## config.mk

```make
export PLATFORM = sky130hd
export DESIGN_NAME = jtframe_ioctl2prog
export DESIGN_NICKNAME = d
export VERILOG_FILES = /design/src/rtl/jtframe_dwnld_pkg.sv /design/src/rtl/jtframe_dwnld_fifo.sv /design/src/rtl/jtframe_ioctl2prog.sv
export SDC_FILE = /design/constraint.sdc
export NUM_CORES = 1
export LEC_CHECK = 0
export CAP_MARGIN = 15
export CORE_MARGIN = 3
export CORE_UTILIZATION = 54
export CTS_CLUSTER_SIZE = 28
export DETAILED_ROUTE_END_ITERATION = 10
export PLACE_DENSITY = 0.79
export SLEW_MARGIN = 20
export SYNTH_ARGS = -nofsm -noshare
export SYNTH_HDL_FRONTEND = slang
export SYNTH_SLANG_ARGS = --single-unit
```

## constraint.sdc

```tcl
create_clock -name clk_rom -period 3.3 [get_ports clk_rom]
set_input_delay 0.495 -clock clk_rom [delete_from_list [all_inputs] [get_ports clk_rom]]
set_output_delay 0.495 -clock clk_rom [all_outputs]
set_load 0.05 [all_outputs]
```

## src/rtl/jtframe_dwnld_pkg.sv

```systemverilog
// Shared types for the ioctl-to-SDRAM download path.
// FIFO entry layout, download FSM states and tail length.
package jtframe_dwnld_pkg;

    typedef struct packed {
        logic [24:0] addr;
        logic [7:0]  data;
    } dwnld_entry_t;

    typedef enum logic [1:0] {
        IDLE = 2'd0,
        LOAD = 2'd1,
        TAIL = 2'd2
    } dwnld_state_t;

    localparam int TAIL_CYCLES = 16;

endpackage

```

## src/rtl/jtframe_dwnld_fifo.sv

```systemverilog
// Four-entry FIFO holding ioctl bytes until the SDRAM accepts them.
// Head entry is presented combinationally on dout.
module jtframe_dwnld_fifo
    import jtframe_dwnld_pkg::*;
(
    input  logic         clk,
    input  logic         rst,
    input  logic         flush,
    input  logic         push,
    input  logic         pop,
    input  dwnld_entry_t din,
    output dwnld_entry_t dout,
    output logic         full,
    output logic         empty
);

    dwnld_entry_t mem [4];
    logic [1:0]   wr_ptr;
    logic [1:0]   rd_ptr;
    logic [2:0]   cnt;
    logic         do_push;
    logic         do_pop;

    assign full    = cnt == 3'd4;
    assign empty   = cnt == 3'd0;
    assign do_pop  = pop && !empty && !flush;
    // A pop frees the slot, so a full FIFO still accepts a push alongside it
    assign do_push = push && !flush && (!full || do_pop);
    assign dout    = mem[rd_ptr];

    always_ff @(posedge clk or posedge rst) begin
        if (rst) begin
            wr_ptr <= '0;
            rd_ptr <= '0;
            cnt    <= '0;
        end else if (flush) begin
            wr_ptr <= '0;
            rd_ptr <= '0;
            cnt    <= '0;
        end else begin
            if (do_push) wr_ptr <= wr_ptr + 2'd1;
            if (do_pop)  rd_ptr <= rd_ptr + 2'd1;
            case ({do_push, do_pop})
                2'b10:   cnt <= cnt + 3'd1;
                2'b01:   cnt <= cnt - 3'd1;
                default: cnt <= cnt;
            endcase
        end
    end

    always_ff @(posedge clk) begin
        if (do_push) mem[wr_ptr] <= din;
    end

endmodule

```

## src/rtl/jtframe_ioctl2prog.sv

```systemverilog
// Converts ioctl byte writes into SDRAM bank/word write requests.
// Define JTFRAME_DWNLD_PROM_EN to route addresses >= PROM_START to prom_we.
module jtframe_ioctl2prog
    import jtframe_dwnld_pkg::*;
#(
    parameter int          SDRAMW     = 22,
    parameter logic [24:0] BA1_START  = 25'h10_0000,
    parameter logic [24:0] BA2_START  = 25'h20_0000,
    parameter logic [24:0] BA3_START  = 25'h30_0000,
    parameter logic [24:0] PROM_START = 25'h40_0000
)(
    input  logic              clk_rom,
    input  logic              rst,
    input  logic              downloading,
    input  logic [24:0]       ioctl_addr,
    input  logic [7:0]        ioctl_data,
    input  logic              ioctl_wr,
    output logic [SDRAMW-1:0] prog_addr,
    output logic [15:0]       prog_data,
    output logic [1:0]        prog_mask,
    output logic [1:0]        prog_ba,
    output logic              prog_we,
    input  logic              prog_rdy,
    output logic              prom_we,
    output logic              dwnld_busy,
    output logic              ovf
);

    dwnld_state_t state, nx_state;
    dwnld_entry_t din, head;
    logic         dl_last, rise, flush;
    logic         push, pop, full, empty;
    logic [4:0]   tail_cnt;
    logic         lt1, lt2, lt3, is_prom;
    logic [1:0]   bank;
    logic [24:0]  bank_start, offs;
    logic [SDRAMW-1:0] prom_addr;

    assign rise = downloading && !dl_last;
    assign din  = '{addr: ioctl_addr, data: ioctl_data};
    assign push = ioctl_wr && downloading && state != IDLE;
    assign pop  = (prog_we && prog_rdy) || prom_we;

    jtframe_dwnld_fifo u_fifo (
        .clk   (clk_rom),
        .rst   (rst),
        .flush (flush),
        .push  (push),
        .pop   (pop),
        .din   (din),
        .dout  (head),
        .full  (full),
        .empty (empty)
    );

    // Reset high so a download already in progress is not resumed
    always_ff @(posedge clk_rom or posedge rst) begin
        if (rst) dl_last <= 1'b1;
        else     dl_last <= downloading;
    end

    always_ff @(posedge clk_rom or posedge rst) begin
        if (rst)                        ovf <= 1'b0;
        else if (rise)                  ovf <= 1'b0;
        else if (push && full && !pop)  ovf <= 1'b1;
    end

    always_ff @(posedge clk_rom or posedge rst) begin
        if (rst)                         tail_cnt <= '0;
        else if (state != TAIL || !empty) tail_cnt <= '0;
        else                             tail_cnt <= tail_cnt + 5'd1;
    end

    always_ff @(posedge clk_rom or posedge rst) begin
        if (rst) state <= IDLE;
        else     state <= nx_state;
    end

    always_comb begin
        nx_state = state;
        case (state)
            IDLE: if (rise) nx_state = LOAD;
            LOAD: if (!downloading) nx_state = TAIL;
            TAIL: begin
                if (rise)
                    nx_state = LOAD;
                else if (empty && tail_cnt == 5'(TAIL_CYCLES - 1))
                    nx_state = IDLE;
            end
            default: nx_state = IDLE;
        endcase
    end

    always_comb begin
        dwnld_busy = state != IDLE;
        flush      = state == IDLE && rise;
    end

    always_comb begin
        lt1        = head.addr < BA1_START;
        lt2        = head.addr < BA2_START;
        lt3        = head.addr < BA3_START;
        bank       = 2'd0;
        bank_start = '0;
        unique case (1'b1)
            lt1: ;
            !lt1 && lt2: begin
                bank       = 2'd1;
                bank_start = BA1_START;
            end
            !lt2 && lt3: begin
                bank       = 2'd2;
                bank_start = BA2_START;
            end
            !lt3: begin
                bank       = 2'd3;
                bank_start = BA3_START;
            end
        endcase
        offs = head.addr - bank_start;
    end

`ifdef JTFRAME_DWNLD_PROM_EN
    assign is_prom   = head.addr >= PROM_START;
    assign prom_addr = SDRAMW'(head.addr - PROM_START);
`else
    logic unused_prom;
    assign unused_prom = ^PROM_START;
    assign is_prom     = 1'b0;
    assign prom_addr   = '0;
`endif

    always_comb begin
        prog_we   = 1'b0;
        prom_we   = 1'b0;
        prog_addr = '0;
        prog_data = '0;
        prog_mask = 2'b11;
        prog_ba   = '0;
        if (!empty) begin
            prog_data = {head.data, head.data};
            prog_mask = head.addr[0] ? 2'b01 : 2'b10;
            if (is_prom) begin
                prom_we   = 1'b1;
                prog_addr = prom_addr;
            end else begin
                prog_we   = 1'b1;
                prog_addr = SDRAMW'(offs >> 1);
                prog_ba   = bank;
            end
        end
    end

endmodule

```

### Word level (Yosys, flattened, before mapping)

Memory sizes are Yosys's and may differ from the RTL's.
Cells that the tools add are included.
Widths: inputs -> output; s select.

* register bits after elaboration: 16
* latch bits: 0
* bits in writable memories: 132
* memory bits (read-only): 0
* output and inout port bits: 46
* word-level logic and storage cells: 83
* memories kept: 1

* $add $sub $neg: 6
* $mul: 0
* divide/modulo/power cells: 0
* $lt $le $gt $ge: 3
* eq/ne operators: 10
* shift-type cells: 0
* mux-type cells: 24
* bitwise operators: 0
* reduce and logical (&&, ||, !) cells: 32

Memories
* u_fifo.mem: words 4, width 33, rd ports 1, clocked after Yosys merged registers in 0, wr ports 1, line jtframe_dwnld_fifo.sv:17 `dwnld_entry_t mem [4];`

Operators by type and width (count)
* $pmux 22 s3: 1
* $lt 25x22->1 const B: 2
* $lt 25x21->1 const B: 1
* $sub 23x23->23: 1
* $mux 2: 11
* $mux 22: 1
* $mux 16: 1
* $logic_and 1x1->1: 14
* $pmux 2 s3: 2
* $logic_not 1->1: 8
* $reduce_bool 2->1: 4
* $ne 2x2->1 const B: 3
* $pmux 3 s2: 1
* $add 5x1->5 const B: 1
* $eq 5x4->1 const B: 1
* $mux 1: 5
* $mux 5: 1
* $add 2x1->2 const B: 2
* $eq 2x1->1 const B: 2
* $eq 2x2->1 const B: 2
* $add 3x1->3 const B: 1
* $eq 3x3->1 const B: 1
* $logic_not 3->1: 1
* $mux 3: 1
* other kinds (6): 7

### Depth between registers and ports, before layout

Gate-level depths: netlist (run 1).

* depth in word-level cells: 10
* gate-level depth with buffers: 9
* mapped depth without buffers: 9

### By module

Synthesis (run 1) repeated with hierarchy kept, for this count alone.

* cell total of the unflattened synthesis: 331
* area total of the unflattened synthesis: 6072.1 um^2

Modules (own cells, without submodules)
* jtframe_dwnld_fifo: instances 1, cells an instance 236, area each 5308.8 um^2, seq. area each 4139.0 um^2
* jtframe_ioctl2prog: instances 1, cells an instance 95, area each 763.2 um^2, seq. area each 226.5 um^2

### Worst setup path before layout (run 1)

No wires, ideal clock.

* path kind: register -> output
* start point: mem u_fifo.mem[3][32] (netlist bit)
* end point: out prog_addr[21]
* arrival: 2459 ps
* slack: 346 ps
* cell stages (with the launch flop): 9
* buffers on the path: 0
* cells stage by stage: edfxtp_1 or2_1 mux4_2 or3_4 ha_1 inv_1 fa_1 xor2_1 nor2_1

* cells in the longest elaborated chain, start to end: 7
* elaborated cells on any way between the ends: 12
* classes of those cells: add/sub: 1; order compare: 3; mux: 2; reduce/logical: 5; memory: 1

RTL lines
* start: declaration: line jtframe_dwnld_fifo.sv:17
* $mem_v2 4x33 *
* $lt 25x22->1 or $lt 25x21->1 (tied branches): line jtframe_ioctl2prog.sv:101, jtframe_ioctl2prog.sv:100
* $logic_not 1->1 (on tied branches): line jtframe_ioctl2prog.sv:111, jtframe_ioctl2prog.sv:107
* $logic_and 1x1->1 (on tied branches): line jtframe_ioctl2prog.sv:111, jtframe_ioctl2prog.sv:107
* $pmux 22 s3 *: line jtframe_ioctl2prog.sv:105 `unique case (1'b1)`
* $sub 23x23->23 *: line jtframe_ioctl2prog.sv:120 `offs = head.addr - bank_start;`
* $mux 22 *: line jtframe_ioctl2prog.sv:140 `if (!empty) begin`
* end: declaration: line jtframe_ioctl2prog.sv:18 `output logic [SDRAMW-1:0] prog_addr,`

Every way passes the cells marked *; elsewhere a longest branch is shown, timed or not.

### Worst setup path after layout (run 1)

* start point: mem u_fifo.mem[2][32] (netlist bit)
* end point: out prog_addr[20]

The elaborated chain is that of the path after synthesis.

==> results of run 1 <==
## worst reg2reg max path, delay by kind of cell, from the launching register on
kind,cells,cell delay [ns]
and+or+nand+nor,4,0.90
buffers and inverters,3,0.41
DFF,1,0.49
AOI/OAI and AO/OA,2,0.33
adders and majority gates,1,0.45
## layout make-up
class                      instances  area share
clock buffer                      20     0.05540
clock inverter                    11     0.02069
inverter                          11    0.005377
multi-input combinational        139      0.1957
sequential                       148      0.5688
tap                              136     0.02216
timing repair buffer              97      0.1318
## cell usage after synthesis (all sizes together), types with 3 or more instances
master and number:
a21oi 3, and2 33, buf 14, clkbuf 9
dfrtp 15, edfxtp 132, ha 7, inv 11
mux4 32, nand2 4, nand3 5, nor2 16
or2 6, xor2 4
## path summary, 6_finish.rpt
path                       slack (ns)                        start                            to  cells after the start
min reg2reg                      0.47        tail_cnt[0]$_DFF_PP0_         tail_cnt[0]$_DFF_PP0_                      1
max                             -0.07  u_fifo.mem[2][32]$_DFFE_PP_                 prog_addr[20]                      8
max reg2reg                      0.63    u_fifo.cnt[0]$_DFFE_PP0P_     u_fifo.cnt[2]$_DFFE_PP0P_                     10
min in group clk_rom             0.47        tail_cnt[0]$_DFF_PP0_         tail_cnt[0]$_DFF_PP0_                      1
max in group asynchronous        2.49                          rst  u_fifo.rd_ptr[0]$_DFFE_PP0P_                      2
min                              0.36                          rst          state[0]$_DFFE_PP0P_                      2
## timing repair
| item | in CTS | in global routing |
|---|---|---|
| buffers inserted | 1 | 1 |
| endpoints found under the setup margin | 2 | 4 |
| gates resized for setup | 7 | 7 |
| pin swaps | 2 | 2 |
## logic make-up (layout without fill, tap and decap cells)
group	Yosys count	after routing	share of synthesized area
AOI/OAI and AO/OA	17	17	0.02147
other	1	1	0.0006245
xor gates and xnor gates	6	6	0.008752
DFF	148	148	0.7270
and+or+nand+nor	73	73	0.07022
buffers and inverters	34	139	0.02896
adders and majority gates	9	9	0.02125
muxes	33	33	0.1217
## per-layer routing
| metal | routed length [µm] | share of wire | GRT usage |
|---|---|---|---|
| met5 | 0 | 0 | 0 |
| met4 | 187 | 0.016 | 0.06650 |
| met3 | 490 | 0.043 | 0.05054 |
| met2 | 6081 | 0.53 | 0.3349 |
| met1 | 4756 | 0.41 | 0.2509 |
## state kept, by name, summed over array words and instances (netlist names)
register       cells
ovf                1
state              2
tail_cnt           5
u_fifo.wr_ptr      2
u_fifo.rd_ptr      2
u_fifo.mem       132
dl_last            1
u_fifo.cnt         3
## power by group through the flow
stage	combinational [mW]	sequential [mW]	clock, mW
global placement	3.27	2.30	0
detailed placement	3.30	2.31	0
floorplan	2.37	2.25	0
finish	3.39	2.28	1.91
CTS	3.38	2.28	1.93
global route	3.56	2.29	2.02
## through the flow
step	power, mW	TNS, ns	util	worst slack [ns]
after CTS	7.587	-0.08384	0.7237	-0.08384
after detailed placement	5.609	0	0.6658	0.4234
after global placement	5.572	0	0.6658	0.4693
after floorplan	4.622	0	-	0.3455
after global routing	7.876	-0.2112	0.7275	-0.1650
final	7.579	-0.07426	0.7275	-0.07426
==> flow_metrics.env, run 1 <==
export IMPL_finClkSkew_ns=0.005691
export IMPL_synth_seq_cells=148
export IMPL_cp_max_fo=2
export IMPL_cp_end_kind="primary output"
export IMPL_gp_congestion=0.7366
export IMPL_p_switching_mw=2.864
export IMPL_max_vdd_ir_drop_uv=878.9
export IMPL_clock_sinks=148
export IMPL_grt_pass1_vias=3497
export IMPL_area_sequential_um2=4368
export IMPL_p_comb_frac=0.448
export IMPL_nNetsFinal=461
export IMPL_instances_no_fill=562
export IMPL_clockRootBuffer="clkbuf_8"
export IMPL_hpwl_mm=7.062
export IMPL_first_pass_iters=4
export IMPL_yosys_top_cells_area="edfxtp_1, mux4_2, dfrtp_1"
export IMPL_start_util=0.5689
export IMPL_fin_hold_ws_ns=0.3583
export IMPL_crit_path_start_kind="register"
export IMPL_final_common_cell="edfxtp_1"
export IMPL_hold_path_class="input port to async pin"
export IMPL_slowest_stage="mux4_2"
export IMPL_place_area_um2=7028
export IMPL_fin_crit_ns=3.374
export IMPL_setup_viol=1
export IMPL_rsz0062_at_grt="true"
export IMPL_p_clk_frac=0.252
export IMPL_grt_max_degree=34
export IMPL_synth_edf_count=132
export IMPL_synthToLayoutAreaGrowth_pct=27.88
export IMPL_layout_common_cells="edfxtp_1, clkdlybuf4s50_1, mux4_2"
export IMPL_diodes=0
export IMPL_cts_tree="built"
export IMPL_grt_overflow=0
export IMPL_drtAntennaViolNets=0
export IMPL_tightest_slew_ns=0.7464
export IMPL_slew_headroom=0.4961
export IMPL_crit_family="simple AND/OR/NAND/NOR gates"
export IMPL_wire_per_inst_um=20.49
export IMPL_placedCellCount=529
export IMPL_power_leakage_nw=2.677
export IMPL_violations="negative setup slack"
export IMPL_final_area_um2=7679
export IMPL_die_area_um2=12420
export IMPL_rows=37
export IMPL_core_um2=10560
export IMPL_async_flop_share=0.1081
export IMPL_track_usage=0.1974
export IMPL_seq_power_share=0.300
export IMPL_drv_cap=0
export IMPL_grt_pass1_wl_mm=18.69
export IMPL_cts_buffers=17
export IMPL_routed_via_density=5.692
export IMPL_drive_gt1_frac=0.2300
export IMPL_status="complete, but fails checks"
export IMPL_cp_required_ns=2.80
export IMPL_die_h_um=111.5
export IMPL_synthesis_area_um2=6005
export IMPL_synth_flop_cell="edfxtp_1"
export IMPL_synth_fp_nets=368
export IMPL_synth_area_per_cell_um2=18.71
export IMPL_clockBufferDepth=2
export IMPL_critPathKind="register to primary output"
export IMPL_drc=0
export IMPL_fmax_ghz=0.2964
export IMPL_hold_violations=0
export IMPL_clkTransAtPathRegs_ns=0.06
export IMPL_netlist_area_leader_share=0.6601
export IMPL_path_cells="or2_1 > mux4_2 > or3_4 > ha_4 > inv_2 > fa_2 > and2_4 > buf_8"
export IMPL_yosysUniqueCellTypes=44
export IMPL_dieWidth_um=111.5
export IMPL_netlist_instances=321
export IMPL_min_period_over_period=1.023
export IMPL_totalWireLength_mm=11.52
export IMPL_drtIter0Drc=208
export IMPL_ios=84
export IMPL_holdBufCountCts=0
export IMPL_seq_area_frac_synth=0.7270
export IMPL_slew_viol_final=0
export IMPL_multiInputGateArea_um2=1503
export IMPL_antenna_found_initial=0
export IMPL_yosys_area_top_type="edfxtp_1"
export IMPL_swShare=0.3779
export IMPL_p_int_mw=4.715
export IMPL_fillers=650
export IMPL_io_buffer_count=82
export IMPL_cts_htree_levels=4
export IMPL_clk_latency_ns=0.52
export IMPL_setup_slack_ns=-0.07426
export IMPL_arrival_ns=2.88
export IMPL_path_buf_inv=2
export IMPL_num_vias=3199
export IMPL_cpPeakStageDelay_ns=0.49
export IMPL_pwr_density_cell_nw_per_um2=987.0
export IMPL_ys_warn_count=0
(Power assumes the default switching activity.)
==> inputs of run 2 (changes only) <==
--- a/config.mk
+++ b/config.mk
@@ -7,10 +7,10 @@
 export LEC_CHECK = 0
 export CAP_MARGIN = 15
 export CORE_MARGIN = 3
-export CORE_UTILIZATION = 54
+export CORE_UTILIZATION = 55
 export CTS_CLUSTER_SIZE = 28
 export DETAILED_ROUTE_END_ITERATION = 10
-export PLACE_DENSITY = 0.79
+export PLACE_DENSITY = 0.8
 export SLEW_MARGIN = 20
 export SYNTH_ARGS = -nofsm -noshare
 export SYNTH_HDL_FRONTEND = slang
==> constraint.sdc (replaced) <==
create_clock -name clk_rom -period 4.2 [get_ports clk_rom]
set_input_delay 0.63 -clock clk_rom [delete_from_list [all_inputs] [get_ports clk_rom]]
set_output_delay 0.63 -clock clk_rom [all_outputs]
set_load 0.05 [all_outputs]
==> run 2 against run 1 <==
Compared with the run above:
- the run now ends clean
- first-iteration DRC count down 34%
- sequential cell count did not move
- sequential share of layout area up 1.8 points
- core utilization fell by 1.6 points
- worst setup slack improved by 0.39 ns
- sequential power shrank 20%
- die area decreased by 1.7%
- global-route usage shrank 0.82 points
- largest cell class unchanged
- via count shrank 3.1%
- non-clock buffer count is 12 lower
==> flow_metrics.env, run 2 (synthesized netlist as in run 1, its figures left out) <==
export IMPL_multiInputGateArea_um2=1470
export IMPL_cts_buffers=17
export IMPL_grt_pass1_vias=3285
export IMPL_cp_required_ns=3.57
export IMPL_crit_path_start_kind="register"
export IMPL_die_h_um=110.5
export IMPL_post_cts_buffers=0
export IMPL_slew_headroom=0.3442
export IMPL_drtAntennaViolNets=0
export IMPL_cp_end_kind="primary output"
export IMPL_fmax_ghz=0.2574
export IMPL_nNetsFinal=449
export IMPL_clkTransAtPathRegs_ns=0.07
export IMPL_area_sequential_um2=4368
export IMPL_diodes=0
export IMPL_hold_violations=0
export IMPL_drtIter0Drc=138
export IMPL_rows=37
export IMPL_routed_via_density=5.624
export IMPL_slew_viol_final=0
export IMPL_grt_max_degree=35
export IMPL_min_period_over_period=0.9250
export IMPL_cp_max_fo=17
export IMPL_hold_path_class="register to register"
export IMPL_p_total_mw=5.665
export IMPL_instances_no_fill=551
export IMPL_cts_tree="built"
export IMPL_hpwl_mm=6.495
export IMPL_first_pass_iters=4
export IMPL_fillers=659
export IMPL_arrival_ns=3.25
export IMPL_drc=0
export IMPL_io_buffer_count=82
export IMPL_clockBufferDepth=2
export IMPL_wire_per_inst_um=19.80
export IMPL_finClkSkew_ns=0.01011
export IMPL_holdBufCountCts=0
export IMPL_cts_htree_levels=4
export IMPL_die_area_um2=12210
export IMPL_setup_viol=0
export IMPL_num_vias=3099
export IMPL_tns_ns=0
export IMPL_synthToLayoutAreaGrowth_pct=23.92
export IMPL_drive_gt1_frac=0.2000
export IMPL_pwr_density_cell_nw_per_um2=761.3
export IMPL_setup_slack_ns=0.3152
export IMPL_final_common_cell="edfxtp_1"
export IMPL_layout_common_cells="edfxtp_1, clkdlybuf4s50_1, mux4_2"
export IMPL_critPathKind="register to primary output"
export IMPL_track_usage=0.1892
export IMPL_cts_resized=0
export IMPL_grt_pass1_wl_mm=17.68
export IMPL_placedCellCount=519
export IMPL_start_util=0.5739
export IMPL_rsz0062_at_grt="false"
export IMPL_ios=84
export IMPL_antenna_found_initial=0
export IMPL_reg_top3="u_fifo.mem (132), tail_cnt (5), u_fifo.cnt (3)"
export IMPL_power_leakage_nw=2.538
export IMPL_dieWidth_um=110.5
export IMPL_fin_crit_ns=3.885
export IMPL_totalWireLength_mm=10.91
export IMPL_drv_cap=0
export IMPL_top_register="u_fifo.mem"
export IMPL_status="complete, no violations"
export IMPL_dpl_worst_slack_ns=0.8667
export IMPL_gp_congestion=0.7578
export IMPL_clk_latency_ns=0.50
export IMPL_max_vdd_ir_drop_uv=487.0
export IMPL_tightest_slew_ns=0.9826
export IMPL_clockRootBuffer="clkbuf_8"
export IMPL_clock_sinks=148
export IMPL_core_um2=10460
export IMPL_utilization=0.7112
export IMPL_grt_overflow=0
export IMPL_largest_reg_flops=132
## run 2: worst max-delay path: stages (launching register included)
cell and delay, ns:
dfrtp_2 0.72, mux4_2 0.65, or3_4 0.40, ha_1 0.18, inv_1 0.06, fa_1 0.39, and2_1 0.15, buf_4 0.19
## run 2: final cells by class
cell class	count	share of cell area
clock inverters	15	0.01900
clock buffers	17	0.05566
flip-flops and latches	148	0.5870
multi-input cells	139	0.1976
repair buffers	85	0.1123
well taps	136	0.02287
inverters	11	0.005549
## run 2: per-layer routing
layer	wire [µm]	share of wire	vias to the layer above	global-route usage
met5	0	0	-	0
met4	61	0.0056	0	0.05501
met3	585	0.054	4	0.04658
met2	5817	0.53	112	0.3269
met1	4446	0.41	1590	0.2392
li1	-	-	1393	-
## run 2: final timing paths
kind                                                    from                           end  slack (ns)  depth (start not counted)
worst max-delay path            u_fifo.rd_ptr[0]$_DFFE_PP0P_                 prog_addr[20]        0.32                          7
worst min-delay path                   tail_cnt[0]$_DFF_PP0_         tail_cnt[0]$_DFF_PP0_        0.48                          1
worst max register to register     u_fifo.cnt[0]$_DFFE_PP0P_     u_fifo.cnt[2]$_DFFE_PP0P_        1.09                          8
worst min register to register         tail_cnt[0]$_DFF_PP0_         tail_cnt[0]$_DFF_PP0_        0.48                          1
max in group asynchronous                                rst  u_fifo.rd_ptr[1]$_DFFE_PP0P_        3.24                          2
min in group asynchronous                                rst         tail_cnt[4]$_DFF_PP0_        0.51                          2
## run 2: report_power, final
part | switching, mW | internal [mW]
combinational | 1.52 | 0.915
clock | 0.603 | 0.799
sequential | 0.128 | 1.70
total | 2.25 | 3.41
## run 2: stage by stage
stage / cell area (µm²) / hold slack [ns]
after global placement: 6885 / 0.4487
final: 7441 / 0.4829
after CTS: 7441 / 0.4720
after floorplan: 6005 / 0.4329
after global routing: 7441 / 0.4976
after detailed placement: 6885 / 0.4627
